<file path="config.mk">
export PLATFORM = sky130hd
export DESIGN_NAME = rng_request_arbiter
export DESIGN_NICKNAME = d
export VERILOG_FILES = /design/src/rtl/rng_request_arbiter.sv
export SDC_FILE = /design/constraint.sdc
export NUM_CORES = 1
export LEC_CHECK = 0
export ABC_CLOCK_PERIOD_IN_PS = 6580
export BUFFER_PORTS_ARGS = -buffer_cell sky130_fd_sc_hd__buf_2
export CORE_AREA = 5 5 96 107
export CTS_BUF_LIST = sky130_fd_sc_hd__clkbuf_4 sky130_fd_sc_hd__clkbuf_8 sky130_fd_sc_hd__clkbuf_16
export DETAILED_ROUTE_END_ITERATION = 10
export DIE_AREA = 0 0 101 112
export HOLD_SLACK_MARGIN = 0.06
export SYNTH_ARGS = -nofsm -noshare
export SYNTH_HDL_FRONTEND = slang
export SYNTH_SLANG_ARGS = --single-unit
</file>
<file path="constraint.sdc">
create_clock -name clk -period 6.58 [get_ports clk]
set_input_delay 0.329 -clock clk [delete_from_list [all_inputs] [get_ports clk]]
set_output_delay 0.329 -clock clk [all_outputs]
set_load 0.02 [all_outputs]
</file>
<file path="src/rtl/rng_request_arbiter.sv">
// rng_request_arbiter: shares one RNG datapath among NUM_REQ requesters.
// After reset a block of RNG words is thrown away to let the source settle,
// then requests are served one at a time in round-robin order. Each word the
// RNG produces is checked against the previous one; a run of identical words
// latches a permanent health failure that only reset clears.
module rng_request_arbiter #(
   parameter int NUM_REQ        = 4,
   parameter int OUTPUT_WIDTH   = 16,
   parameter int WARMUP_WORDS   = 16,
   parameter int REPEAT_LIMIT   = 3,
   parameter int TIMEOUT_CYCLES = 8
) (
   input  logic                    clk,
   input  logic                    rst_n,
   input  logic [NUM_REQ-1:0]      req,
   output logic [NUM_REQ-1:0]      grant,
   output logic [NUM_REQ-1:0]      rsp_valid,
   output logic [OUTPUT_WIDTH-1:0] rsp_data,
   output logic                    rng_enable,
   input  logic [OUTPUT_WIDTH-1:0] rng_data,
   input  logic                    rng_valid,
   output logic                    busy,
   output logic                    health_fail
);

   localparam int IDX_W  = (NUM_REQ > 1) ? $clog2(NUM_REQ) : 1;
   localparam int WARM_W = $clog2(WARMUP_WORDS + 1);
   localparam int REP_W  = $clog2(REPEAT_LIMIT + 1);
   localparam int TMR_W  = $clog2(TIMEOUT_CYCLES + 1);

   // Terminal values: the counter holds the count before the current event,
   // so the "last" value is one below the limit.
   localparam logic [WARM_W-1:0] WARM_LAST = WARM_W'(WARMUP_WORDS - 1);
   localparam logic [REP_W-1:0]  REP_LAST  = REP_W'(REPEAT_LIMIT - 1);
   localparam logic [TMR_W-1:0]  TMR_LAST  = TMR_W'(TIMEOUT_CYCLES - 1);

   typedef enum logic [2:0] {
      WARMUP  = 3'd0,
      IDLE    = 3'd1,
      ISSUE   = 3'd2,
      WAIT    = 3'd3,
      DELIVER = 3'd4,
      FAIL    = 3'd5
   } state_t;

   state_t                  state;
   logic [IDX_W-1:0]        rr_ptr;
   logic [IDX_W-1:0]        grant_idx;
   logic [WARM_W-1:0]       warm_cnt;
   logic [TMR_W-1:0]        wait_tmr;
   logic [REP_W-1:0]        repeat_cnt;
   logic [OUTPUT_WIDTH-1:0] prev_word;
   logic [OUTPUT_WIDTH-1:0] captured;

   logic                    pick_found;
   logic [IDX_W-1:0]        pick_idx;
   logic                    word_match;
   logic                    health_trip;
   logic [REP_W-1:0]        repeat_next;

   // Round-robin search: first asserted request at or after rr_ptr, wrapping.
   always_comb begin
      int c;
      pick_found = 1'b0;
      pick_idx   = '0;
      c          = 0;
      for (int i = 0; i < NUM_REQ; i++) begin
         c = (int'(rr_ptr) + i) % NUM_REQ;
         if (!pick_found && req[IDX_W'(c)]) begin
            pick_found = 1'b1;
            pick_idx   = IDX_W'(c);
         end
      end
   end

   // Repetition test on the incoming word; repeat_cnt of zero means no
   // previous word has been seen yet, so the first word starts a run of one.
   always_comb begin
      word_match  = (repeat_cnt != '0) && (rng_data == prev_word);
      repeat_next = word_match ? repeat_cnt + 1'b1 : REP_W'(1);
      health_trip = word_match && (repeat_cnt >= REP_LAST);
   end

   // Main controller: state and every output are registered here.
   always_ff @(posedge clk or negedge rst_n) begin
      if (!rst_n) begin
         state       <= WARMUP;
         grant       <= '0;
         grant_idx   <= '0;
         rsp_valid   <= '0;
         rsp_data    <= '0;
         rng_enable  <= 1'b0;
         busy        <= 1'b0;
         health_fail <= 1'b0;
         rr_ptr      <= '0;
         warm_cnt    <= '0;
         wait_tmr    <= '0;
         repeat_cnt  <= '0;
         prev_word   <= '0;
         captured    <= '0;
      end else begin
         rsp_valid <= '0;
         case (state)
            WARMUP: begin
               rng_enable <= 1'b1;
               busy       <= 1'b1;
               if (rng_valid) begin
                  prev_word  <= rng_data;
                  repeat_cnt <= repeat_next;
                  if (health_trip) begin
                     state       <= FAIL;
                     health_fail <= 1'b1;
                     grant       <= '0;
                     rng_enable  <= 1'b0;
                  end else if (warm_cnt == WARM_LAST) begin
                     state      <= IDLE;
                     rng_enable <= 1'b0;
                     busy       <= 1'b0;
                  end else begin
                     warm_cnt <= warm_cnt + 1'b1;
                  end
               end
            end

            IDLE: begin
               if (pick_found) begin
                  grant      <= NUM_REQ'(1) << pick_idx;
                  grant_idx  <= pick_idx;
                  rng_enable <= 1'b1;
                  busy       <= 1'b1;
                  state      <= ISSUE;
               end else begin
                  busy <= 1'b0;
               end
            end

            ISSUE: begin
               rng_enable <= 1'b0;
               wait_tmr   <= '0;
               state      <= WAIT;
            end

            WAIT: begin
               if (rng_valid) begin
                  prev_word  <= rng_data;
                  repeat_cnt <= repeat_next;
                  if (health_trip) begin
                     state       <= FAIL;
                     health_fail <= 1'b1;
                     grant       <= '0;
                     rng_enable  <= 1'b0;
                  end else begin
                     captured <= rng_data;
                     state    <= DELIVER;
                  end
               end else if (wait_tmr == TMR_LAST) begin
                  state       <= FAIL;
                  health_fail <= 1'b1;
                  grant       <= '0;
                  rng_enable  <= 1'b0;
               end else begin
                  wait_tmr <= wait_tmr + 1'b1;
               end
            end

            DELIVER: begin
               rsp_valid <= grant;
               rsp_data  <= captured;
               grant     <= '0;
               rr_ptr    <= (int'(grant_idx) == NUM_REQ - 1) ? '0 : grant_idx + 1'b1;
               busy      <= 1'b0;
               state     <= IDLE;
            end

            FAIL: begin
               health_fail <= 1'b1;
               grant       <= '0;
               rng_enable  <= 1'b0;
               busy        <= 1'b1;
            end

            default: begin
               state       <= FAIL;
               health_fail <= 1'b1;
               grant       <= '0;
               rng_enable  <= 1'b0;
               busy        <= 1'b1;
            end
         endcase
      end
   end

endmodule

</file>
==> reports/metrics.yaml <==
seqCellArea_mm2: 0.00193
power_density_mw_per_mm2: 465
first_iter_violations: 66
synth_cell_types: 47
die_h_um: 112
critPathKind: "reg -> reg"
clk_latency_ps: 340
postPlaceCellArea_mm2: 0.00389
vias: 2362
synth.top_cell.area_share_pct: 54.1
yosysSeqAreaShare_pct: 54.1
hp-class: "in -> async"
wl_um: 6760
cts.sinks: 77
hold_buffers: 0
synth_fp_nets: 318
synth.most_common_cell: "dfrtp_1"
outcome: "finished, final reports clean"
finalSetupViolations: 0
layout_min_cycle_time_ps: 2590
clk_path_buf_depth: 2
cts_buffers: 9
postSynth.asyncResetShare_pct: 100
finalHoldViolCount: 0
tightest_slew_ps: 1110
grt_pass1_vias: 2436
maxCapViolCount: 0
design_area_mm2: 0.00410
grt_overflow_total: 0
n_fill_cell: 834
drtAntennaViolNets: 0
layout-area-overhead-vs-synth_pct: 15.2
endpoint_kind: "flip-flop"
ios: 50
antenna_found_initial: 0
fin_util_pct: 45.0
cp.required_ps: 6810
startpoint_type: "flip-flop"
clk_pin_slew_ps: 80
leakagePower_nw: 1.93
gp_congestion: 0.771
netlist_instances: 289
wire_per_inst_um: 14.8
ir_drop_v: 0.000206
dr.pass1.iters: 4
synth_flop_cell: "dfrtp_1"
grt_max_degree: 78
synth_edf_count: 0
diodes: 0
rsz0062_at_grt: "false"
dp.cells: 443
synth_area_leaders: "dfrtp_1 (54%), mux2_2 (12%), mux2_4 (4.6%)"
synth_top_cell_by_area: "dfrtp_1"
dieArea_mm2: 0.0113
maxSlewHeadroom_pct: 26.2
finalMaxSlewViolations: 0
postSynthAreaPerCell_um2: 12.3
grt_pass1_wl_um: 11600
drive_gt1_share_pct: 35.8
post-cts-setup-buffers: 0
yosys_warnings: 0
start_util_pct: 39.1
clockRootBuffer: "clkbuf_8"
row_count: 37
ctsResizeCount: 0
cp.arrival_ps: 2820
setup_tns_ps: 0
fmax_ghz: 0.386
vias_per_cell: 5.16
hold_slack_ps: 110
instances_no_fill: 458
finalClockSkew_ps: 11.2
yosys-top-cells-count: "dfrtp_1 (77), mux2_2 (39), nor2_1 (16)"
cp_max_fo: 16
io_buffers: 49
synth_seq_cells: 77
fin_crit_sh_pct: 39.4
drc: 0
core_area_mm2: 0.00912
multiInputGateArea_mm2: 0.00153
htreeDepth: 3
syn-cell-area_mm2: 0.00356
die_x_um: 101
dp_hpwl_um: 4730
cts_tree: "done"
nNetsFinal: 366
grt_usage_pct: 12.8
## cells by family after synthesis
| group | count (synthesis) | synth area share [%] |
|---|---|---|
| AO/OA/AOI/OAI | 49 | 9.20 |
| adder cells (fa/ha/maj) | 6 | 2.11 |
| buffers and inverters | 23 | 3.13 |
| flip-flops | 77 | 54.1 |
| AND/OR/NAND/NOR | 66 | 10.0 |
| multiplexers | 51 | 17.2 |
| XOR/XNOR | 17 | 4.18 |
## sequential cells by signal, indices dropped and copies added (netlist names), 2 cells and up
name / cells
captured: 16
rsp_data: 16
repeat_cnt: 2
warm_cnt: 5
prev_word: 16
wait_tmr: 4
grant: 4
state: 3
grant_idx: 2
rsp_valid: 4
rr_ptr: 2
## final timing paths
check | startpoint | end | slack, ps | cells after the start
max | prev_word[10] | captured[2] | 3990 | 6
min | rst_n | health_fail | 110 | 1
max reg2reg | prev_word[10] | captured[2] | 3990 | 6
min reg2reg | warm_cnt[3] | warm_cnt[3] | 480 | 1
max in group asynchronous | rst_n | rsp_valid[1] | 5820 | 1
min in group clk | rng_data[13] | prev_word[13] | 240 | 3
## cells in the final DEF, fill, tap and decap left out, types with 2 or more instances in the layout
master and count:
xor2_1 11, bufinv_16 2, a21oi_1 10, buf_2 48
xnor2_1 6, a221oi_1 2, a22o_1 2, clkbuf_8 9
o21ai_0 14, and3_1 6, o2bb2ai_1 3, nor2_1 16
nor4_1 3, o22ai_1 2, a32o_1 2, nand2b_1 3
dfrtp_1 77, ha_1 6, o221ai_1 3, nand2_1 12
nor3_1 2, a21o_1 2, inv_1 11, nor2b_1 4
and2_1 2, nand3_1 6, clkbuf_4 2, or2_2 3
or3_1 2, mux2_2 39, nand4_1 2, mux2_4 11
## stage by stage
step / total power, mW / setup WS [ps]
floorplan: 1.34 / 4270
global placement: 1.51 / 3970
detailed placement: 1.54 / 3920
CTS: 1.93 / 3960
global route: 2.05 / 3860
finish: 1.91 / 3990
## power by group
| part | switching (mW) | internal, mW |
|---|---|---|
| logic | 0.340 | 0.351 |
| clock network | 0.168 | 0.220 |
| registers | 0.149 | 0.679 |
| total | 0.656 | 1.25 |
## routing by layer
layer | track usage, % | vias to the layer above | part of all wire [%]
met1 | 17.0 | 1181 | 45
met2 | 20.0 | 47 | 48
met5 | 0 | - | 0
met3 | 2.82 | 12 | 4.4
li1 | - | 1122 | -
met4 | 5.23 | 0 | 1.8
## area by class of cell
cell class / count / area share [%]
tap: 117 / 3.57
clock buffer: 11 / 3.39
sequential: 77 / 47.0
timing repair buffer: 49 / 6.04
clock inverter: 4 / 1.80
inverter: 11 / 1.01
multi-input combinational: 189 / 37.2
## critical path, cell delays in order, from the launching register on
cell and delay (ps):
dfrtp_1 390, xnor2_1 150, o221ai_1 140, or4_4 560, or3_1 510, nand3_4 350, mux2_2 380
Note: power is estimated with default switching activity, not from simulation.
